## src/rtl/fifo_tx_arbiter.sv

```systemverilog
// Round-robin scheduler that pops bytes from NumCh transmit FIFOs and feeds
// them one at a time to a single UART transmitter over a valid/ready handshake.
module fifo_tx_arbiter #(
  parameter int unsigned NumCh     = 4,
  parameter int unsigned DataWidth = 8,
  parameter int unsigned BurstMax  = 4
) (
  input  logic                       i_clk,
  input  logic                       i_rst,
  input  logic [NumCh-1:0]           i_empty,
  input  logic [NumCh-1:0]           i_ch_en,
  input  logic [NumCh*DataWidth-1:0] i_rd_data,
  output logic [NumCh-1:0]           o_rd_en,
  output logic [DataWidth-1:0]       o_tx_data,
  output logic                       o_tx_valid,
  output logic [$clog2(NumCh)-1:0]   o_tx_ch,
  input  logic                       i_tx_ready,
  output logic                       o_busy
);

  localparam int unsigned ChWidth  = $clog2(NumCh);
  localparam int unsigned CntWidth = $clog2(BurstMax + 1);

  localparam logic [1:0] IDLE = 2'd0;
  localparam logic [1:0] LOAD = 2'd1;
  localparam logic [1:0] SEND = 2'd2;

  logic [1:0]           r_state,      w_state_nxt;
  logic [ChWidth-1:0]   r_grant,      w_grant_nxt;
  logic [ChWidth-1:0]   r_last_grant, w_last_nxt;
  logic [CntWidth-1:0]  r_burst_cnt,  w_burst_nxt;
  logic [NumCh-1:0]     r_rd_en,      w_rd_en_nxt;
  logic [DataWidth-1:0] r_tx_data,    w_tx_data_nxt;
  logic                 r_tx_valid,   w_tx_valid_nxt;
  logic [ChWidth-1:0]   r_tx_ch,      w_tx_ch_nxt;
  logic                 r_busy,       w_busy_nxt;

  logic [NumCh-1:0]     w_elig;
  logic                 w_found;
  logic [ChWidth-1:0]   w_sel;
  logic [ChWidth-1:0]   w_cand;
  int unsigned          w_idx;
  logic [DataWidth-1:0] w_rd_sel;
  logic                 w_more;

  assign w_elig = ~i_empty & i_ch_en;

  // First eligible channel searching upward from the one after the last grant.
  always_comb begin
    w_found = 1'b0;
    w_sel   = '0;
    w_idx   = 0;
    w_cand  = '0;
    for (int unsigned k = 1; k <= NumCh; k++) begin
      w_idx  = (32'(r_last_grant) + k) % NumCh;
      w_cand = ChWidth'(w_idx);
      if (!w_found && w_elig[w_cand]) begin
        w_found = 1'b1;
        w_sel   = w_cand;
      end
    end
  end

  always_comb begin
    w_rd_sel = '0;
    for (int unsigned n = 0; n < NumCh; n++) begin
      if (r_grant == ChWidth'(n)) begin
        w_rd_sel = i_rd_data[n*DataWidth +: DataWidth];
      end
    end
  end

  // Keep the grant only while the burst budget remains and the channel stays eligible.
  assign w_more = (r_burst_cnt < CntWidth'(BurstMax)) && w_elig[r_grant];

  always_comb begin
    w_state_nxt    = r_state;
    w_grant_nxt    = r_grant;
    w_last_nxt     = r_last_grant;
    w_burst_nxt    = r_burst_cnt;
    w_rd_en_nxt    = '0;
    w_tx_data_nxt  = r_tx_data;
    w_tx_valid_nxt = r_tx_valid;
    w_tx_ch_nxt    = r_tx_ch;
    case (r_state)
      IDLE: begin
        if (w_found) begin
          w_grant_nxt = w_sel;
          w_burst_nxt = '0;
          w_rd_en_nxt = NumCh'(1) << w_sel;
          w_state_nxt = LOAD;
        end
      end
      LOAD: begin
        w_tx_data_nxt  = w_rd_sel;
        w_tx_ch_nxt    = r_grant;
        w_tx_valid_nxt = 1'b1;
        w_burst_nxt    = r_burst_cnt + CntWidth'(1);
        w_state_nxt    = SEND;
      end
      SEND: begin
        if (i_tx_ready) begin
          w_tx_valid_nxt = 1'b0;
          if (w_more) begin
            w_rd_en_nxt = NumCh'(1) << r_grant;
            w_state_nxt = LOAD;
          end else begin
            w_last_nxt  = r_grant;
            w_state_nxt = IDLE;
          end
        end
      end
      default: begin
        w_tx_valid_nxt = 1'b0;
        w_state_nxt    = IDLE;
      end
    endcase
    w_busy_nxt = (w_state_nxt != IDLE);
  end

  always_ff @(posedge i_clk) begin
    if (i_rst) begin
      r_state      <= IDLE;
      r_grant      <= '0;
      r_last_grant <= ChWidth'(NumCh - 1);
      r_burst_cnt  <= '0;
      r_rd_en      <= '0;
      r_tx_data    <= '0;
      r_tx_valid   <= 1'b0;
      r_tx_ch      <= '0;
      r_busy       <= 1'b0;
    end else begin
      r_state      <= w_state_nxt;
      r_grant      <= w_grant_nxt;
      r_last_grant <= w_last_nxt;
      r_burst_cnt  <= w_burst_nxt;
      r_rd_en      <= w_rd_en_nxt;
      r_tx_data    <= w_tx_data_nxt;
      r_tx_valid   <= w_tx_valid_nxt;
      r_tx_ch      <= w_tx_ch_nxt;
      r_busy       <= w_busy_nxt;
    end
  end

  assign o_rd_en    = r_rd_en;
  assign o_tx_data  = r_tx_data;
  assign o_tx_valid = r_tx_valid;
  assign o_tx_ch    = r_tx_ch;
  assign o_busy     = r_busy;

endmodule

```

## config.mk

```make
export PLATFORM = sky130hd
export DESIGN_NAME = fifo_tx_arbiter
export DESIGN_NICKNAME = d
export VERILOG_FILES = /design/src/rtl/fifo_tx_arbiter.sv
export SDC_FILE = /design/constraint.sdc
export NUM_CORES = 1
export LEC_CHECK = 0
export ABC_AREA = 1
export CAP_MARGIN = 20
export CORE_AREA = 2 2 64 66
export DETAILED_ROUTE_END_ITERATION = 8
export DIE_AREA = 0 0 66 68
export PLACE_DENSITY_LB_ADDON = 0.2
export REMOVE_ABC_BUFFERS = 1
export SLEW_MARGIN = 20
export SYNTH_ARGS = -nofsm -noshare
export SYNTH_HDL_FRONTEND = slang
export SYNTH_SLANG_ARGS = --single-unit
```

## constraint.sdc

```tcl
create_clock -name i_clk -period 1.61 [get_ports i_clk]
set_input_delay 0.161 -clock i_clk [delete_from_list [all_inputs] [get_ports i_clk]]
set_output_delay 0.161 -clock i_clk [all_outputs]
set_load 0.005 [all_outputs]
```

==> impl_metrics.yaml, run 1 <==
routing:
  ant_nets: 0
  routedWlPerCell_um: 13.6
  remaining_drc_errors: 0
  dr.pass1.iters: 4
  drtIter0Drc: 96
  finalWirelength_mm: 4.50
  vias_per_cell: 5.08
  dr_total_vias: 1686
global_routing:
  overflow: 0
  antenna_found_initial: 0
  grt_pass1_vias: 1416
  grt_max_degree: 24
  grtUsageTotal_pct: 18.6
  grt_pass1_wl_mm: 6.51
timing:
  rsz0062_at_grt: "yes"
  fin_crit_sh_pct: 99.3
  slew_violations: 0
  period_needed_ps: 1600
  skew_ps: 4.88
  tightestPinTransition_ps: 501
  hold_violations: 0
  tns_ps: 0
  slew_headroom_pct: 66.5
  setup_slack_ps: 10.7
  clock.fmax_mhz: 625
  finalSetupViolations: 0
hold_path:
  hold_path_end: "o_tx_data[6]$_SDFFE_PP0P_"
  min_from: "i_rd_data[30]"
  whs_path_depth: 3
  hp-class: "input port to register"
cts:
  cts_buffer_depth: 2
  clk_latency_ps: 270
  postCtsHoldBufs: 0
  h-tree-depth: 1
  cts_tree: "built"
  clock_sinks: 25
  clkTransAtPathRegs_ps: 90
  root_buffer: "clkbuf_8"
  cts_buffers: 3
synth:
  yosysTopAreaCell: "dfxtp_1"
  synthTopCellsByArea: "dfxtp_1 34%, nand2_1 13%, a21oi_1 8.2%"
  synth-edff-count: 0
  synthesis.area_mm2: 0.00147
  netlist.area_leader.share_pct: 34.1
  async_flop_share_pct: 0
  synth.most_common_cell: "nand2_1"
  ys_warn_count: 0
  synth_seq_cells: 25
  synth_cell_types: 29
  yosys_most_used_dff: "dfxtp_1"
  synth_common_cells: "51 x nand2_1, 25 x dfxtp_1, 24 x a21oi_1, 24 x nand3_1, 14 x o21ai_0"
  yosysSeqAreaShare_pct: 34.1
  syn_inst: 213
  synth.avg_cell_area_um2: 6.89
finish:
  instances_no_fill: 332
  syn2layout_area_growth_pct: 68.3
  fillers: 360
  post_route_cells_drive_above_1_share_pct: 28.0
  final_util_pct: 64.0
  nNetsFinal: 327
  num_antenna_cells: 0
placed_design:
  placedCellCount: 327
  hpwl_mm: 3.24
  port_buffers: 58
  pre_cts_slack_ps: -149
  routabilityCongestion: 0.924
worst_setup_path:
  cp-start-kind: "register"
  arrival_ps: 1770
  r2r_setup_slack_ps: 10
  critPathKind: "register to register"
  r2r_cells: 12
  rr_startpoint: "r_last_grant[1]$_SDFFE_PP1P_"
  worstReg2RegEnd: "o_rd_en[0]$_SDFF_PP0_"
  cp.required_ps: 1780
  crit_path_end_kind: "register"
  crit_fanout: 7
floorplanning:
  die_x_um: 66
  initial_core_util_pct: 38.1
  coreArea_mm2: 0.00386
  die_area_mm2: 0.00449
  io_pins: 59
  rows: 23
  die_h_um: 68
power:
  power_frac_seq_pct: 32.7
  power.density_mw_per_mm2: 1020
  ir_drop_mv: 0.776
  intPower_mw: 1.54
  p_switching_uw: 977
  pwr-share-comb_pct: 51.7
  swShare_pct: 38.8
  power.clock.fraction_pct: 15.7
  leakagePower_nw: 0.987
status:
  outcome: "completed"
job:
  maxCapViolations: 0
## registers in the layout, summed over array words and instances, names as in the netlist
signal        cells
r_state           2
r_last_grant      2
o_tx_ch           2
r_grant           2
o_busy            1
o_tx_valid        1
o_rd_en           4
r_burst_cnt       3
o_tx_data         8
## power groups by stage
stage          Combinational, mW  Sequential (mW)  Clock [mW]
2_1_floorplan              0.601            0.837           0
3_3_place_gp                1.15            0.822           0
3_5_place_dp                1.16            0.826           0
4_1_cts                     1.17            0.812       0.416
5_1_grt                     1.43            0.838       0.431
6_report                    1.30            0.822       0.394
## how the worst max path moves through the flow
stage | cells after the start | to | from | slack [ps]
final | 12 | o_rd_en[0]$_SDFF_PP0_ | r_last_grant[1]$_SDFFE_PP1P_ | 10
after floorplan | 6 | o_busy$_SDFF_PP0_ | r_state[0]$_SDFF_PP0_ | 3
after global routing | 12 | o_rd_en[2]$_SDFF_PP0_ | r_last_grant[0]$_SDFFE_PP1P_ | -60
after detailed placement | 10 | r_grant[1]$_SDFFE_PP0P_ | i_empty[3] | -150
after CTS | 12 | o_rd_en[2]$_SDFF_PP0_ | r_last_grant[1]$_SDFFE_PP1P_ | 7
after global placement | 10 | o_busy$_SDFF_PP0_ | i_empty[3] | -140
## per-layer routing
metal / part of all wire (%) / GRT usage [%] / vias to the layer above / wire length (um)
li1: - / - / 877 / -
met1: 45 / 25.4 / 766 / 2020
met2: 50 / 30.9 / 38 / 2250
met3: 4.7 / 4.11 / 5 / 212
met4: 0.42 / 2.30 / 0 / 19
met5: 0 / 0 / - / 0
## critical path, stage by stage, from the launching register on
cell and delay, ps:
dfxtp_4 390, inv_4 110, nand2_1 110, nand2_4 100, nand3_4 80, nand2_4 120
nand2_2 60, nor2_2 120, nand3_1 90, nand2_2 120, inv_2 50, nand3_1 80
a21oi_1 60
## metrics by stage
stage	cell area, um^2	power, mW	hold slack, ps
2_1_floorplan	1440	1.44	230
3_3_place_gp	2180	1.97	452
3_5_place_dp	2180	1.99	455
4_1_cts	2230	2.40	450
5_1_grt	2470	2.69	468
6_report	2470	2.52	455
## logic make-up (layout without fill, tap and decap cells)
logic type | Yosys count | in the layout | synth area share [%]
AO/OA/AOI/OAI | 58 | 58 | 23.3
adder cells (fa/ha/maj) | 1 | 1 | 0.852
buffers and inverters | 26 | 95 | 7.42
flip-flops | 25 | 25 | 34.1
AND/OR/NAND/NOR | 103 | 103 | 34.4
## what timing repair did
action | in CTS | in global routing
pin swaps | 0 | 22
cloned | 0 | 0
gates resized for setup | 2 | 61
endpoints found under the setup margin | 2 | 11
endpoints found under the hold margin | 0 | 0
buffers inserted | 0 | 2
## final cells by class
| class | count | area (um^2) | area share (%) |
|---|---|---|---|
| Tap cell | 50 | 62.6 | 2.53 |
| Clock buffer | 3 | 41.3 | 1.67 |
| Timing Repair Buffer | 71 | 682 | 27.6 |
| Sequential cell | 25 | 509 | 20.6 |
| Multi-Input combinational cell | 162 | 1080 | 43.6 |
| Inverter | 20 | 90.1 | 3.65 |
| Clock inverter | 1 | 8.76 | 0.355 |
## placed cells by master (no fill, tap or decap), types with 2 or more instances in the layout
cell,count
a31oi_1,8
nand2_2,13
nand3_4,7
o211ai_1,2
nand3_1,9
dfxtp_4,2
nand4_1,2
nand2_1,37
o21ai_1,2
nand2_4,5
o21ai_0,12
nand3_2,12
buf_4,12
a22o_1,8
nor2_4,2
a21oi_2,4
a21oi_1,20
clkbuf_8,3
nor2_2,4
inv_2,5
clkdlybuf4s50_1,58
dfxtp_1,22
nor3_2,2
nor2_1,8
clkinv_1,2
inv_1,11
No activity file was read; power rests on OpenSTA's default activity.
==> run 2, diff against run 1 <==
SLEW_MARGIN = unset   (was 20)
==> results of run 2 <==
No change in the layout: final DEF, timing and power equal those of run 1.
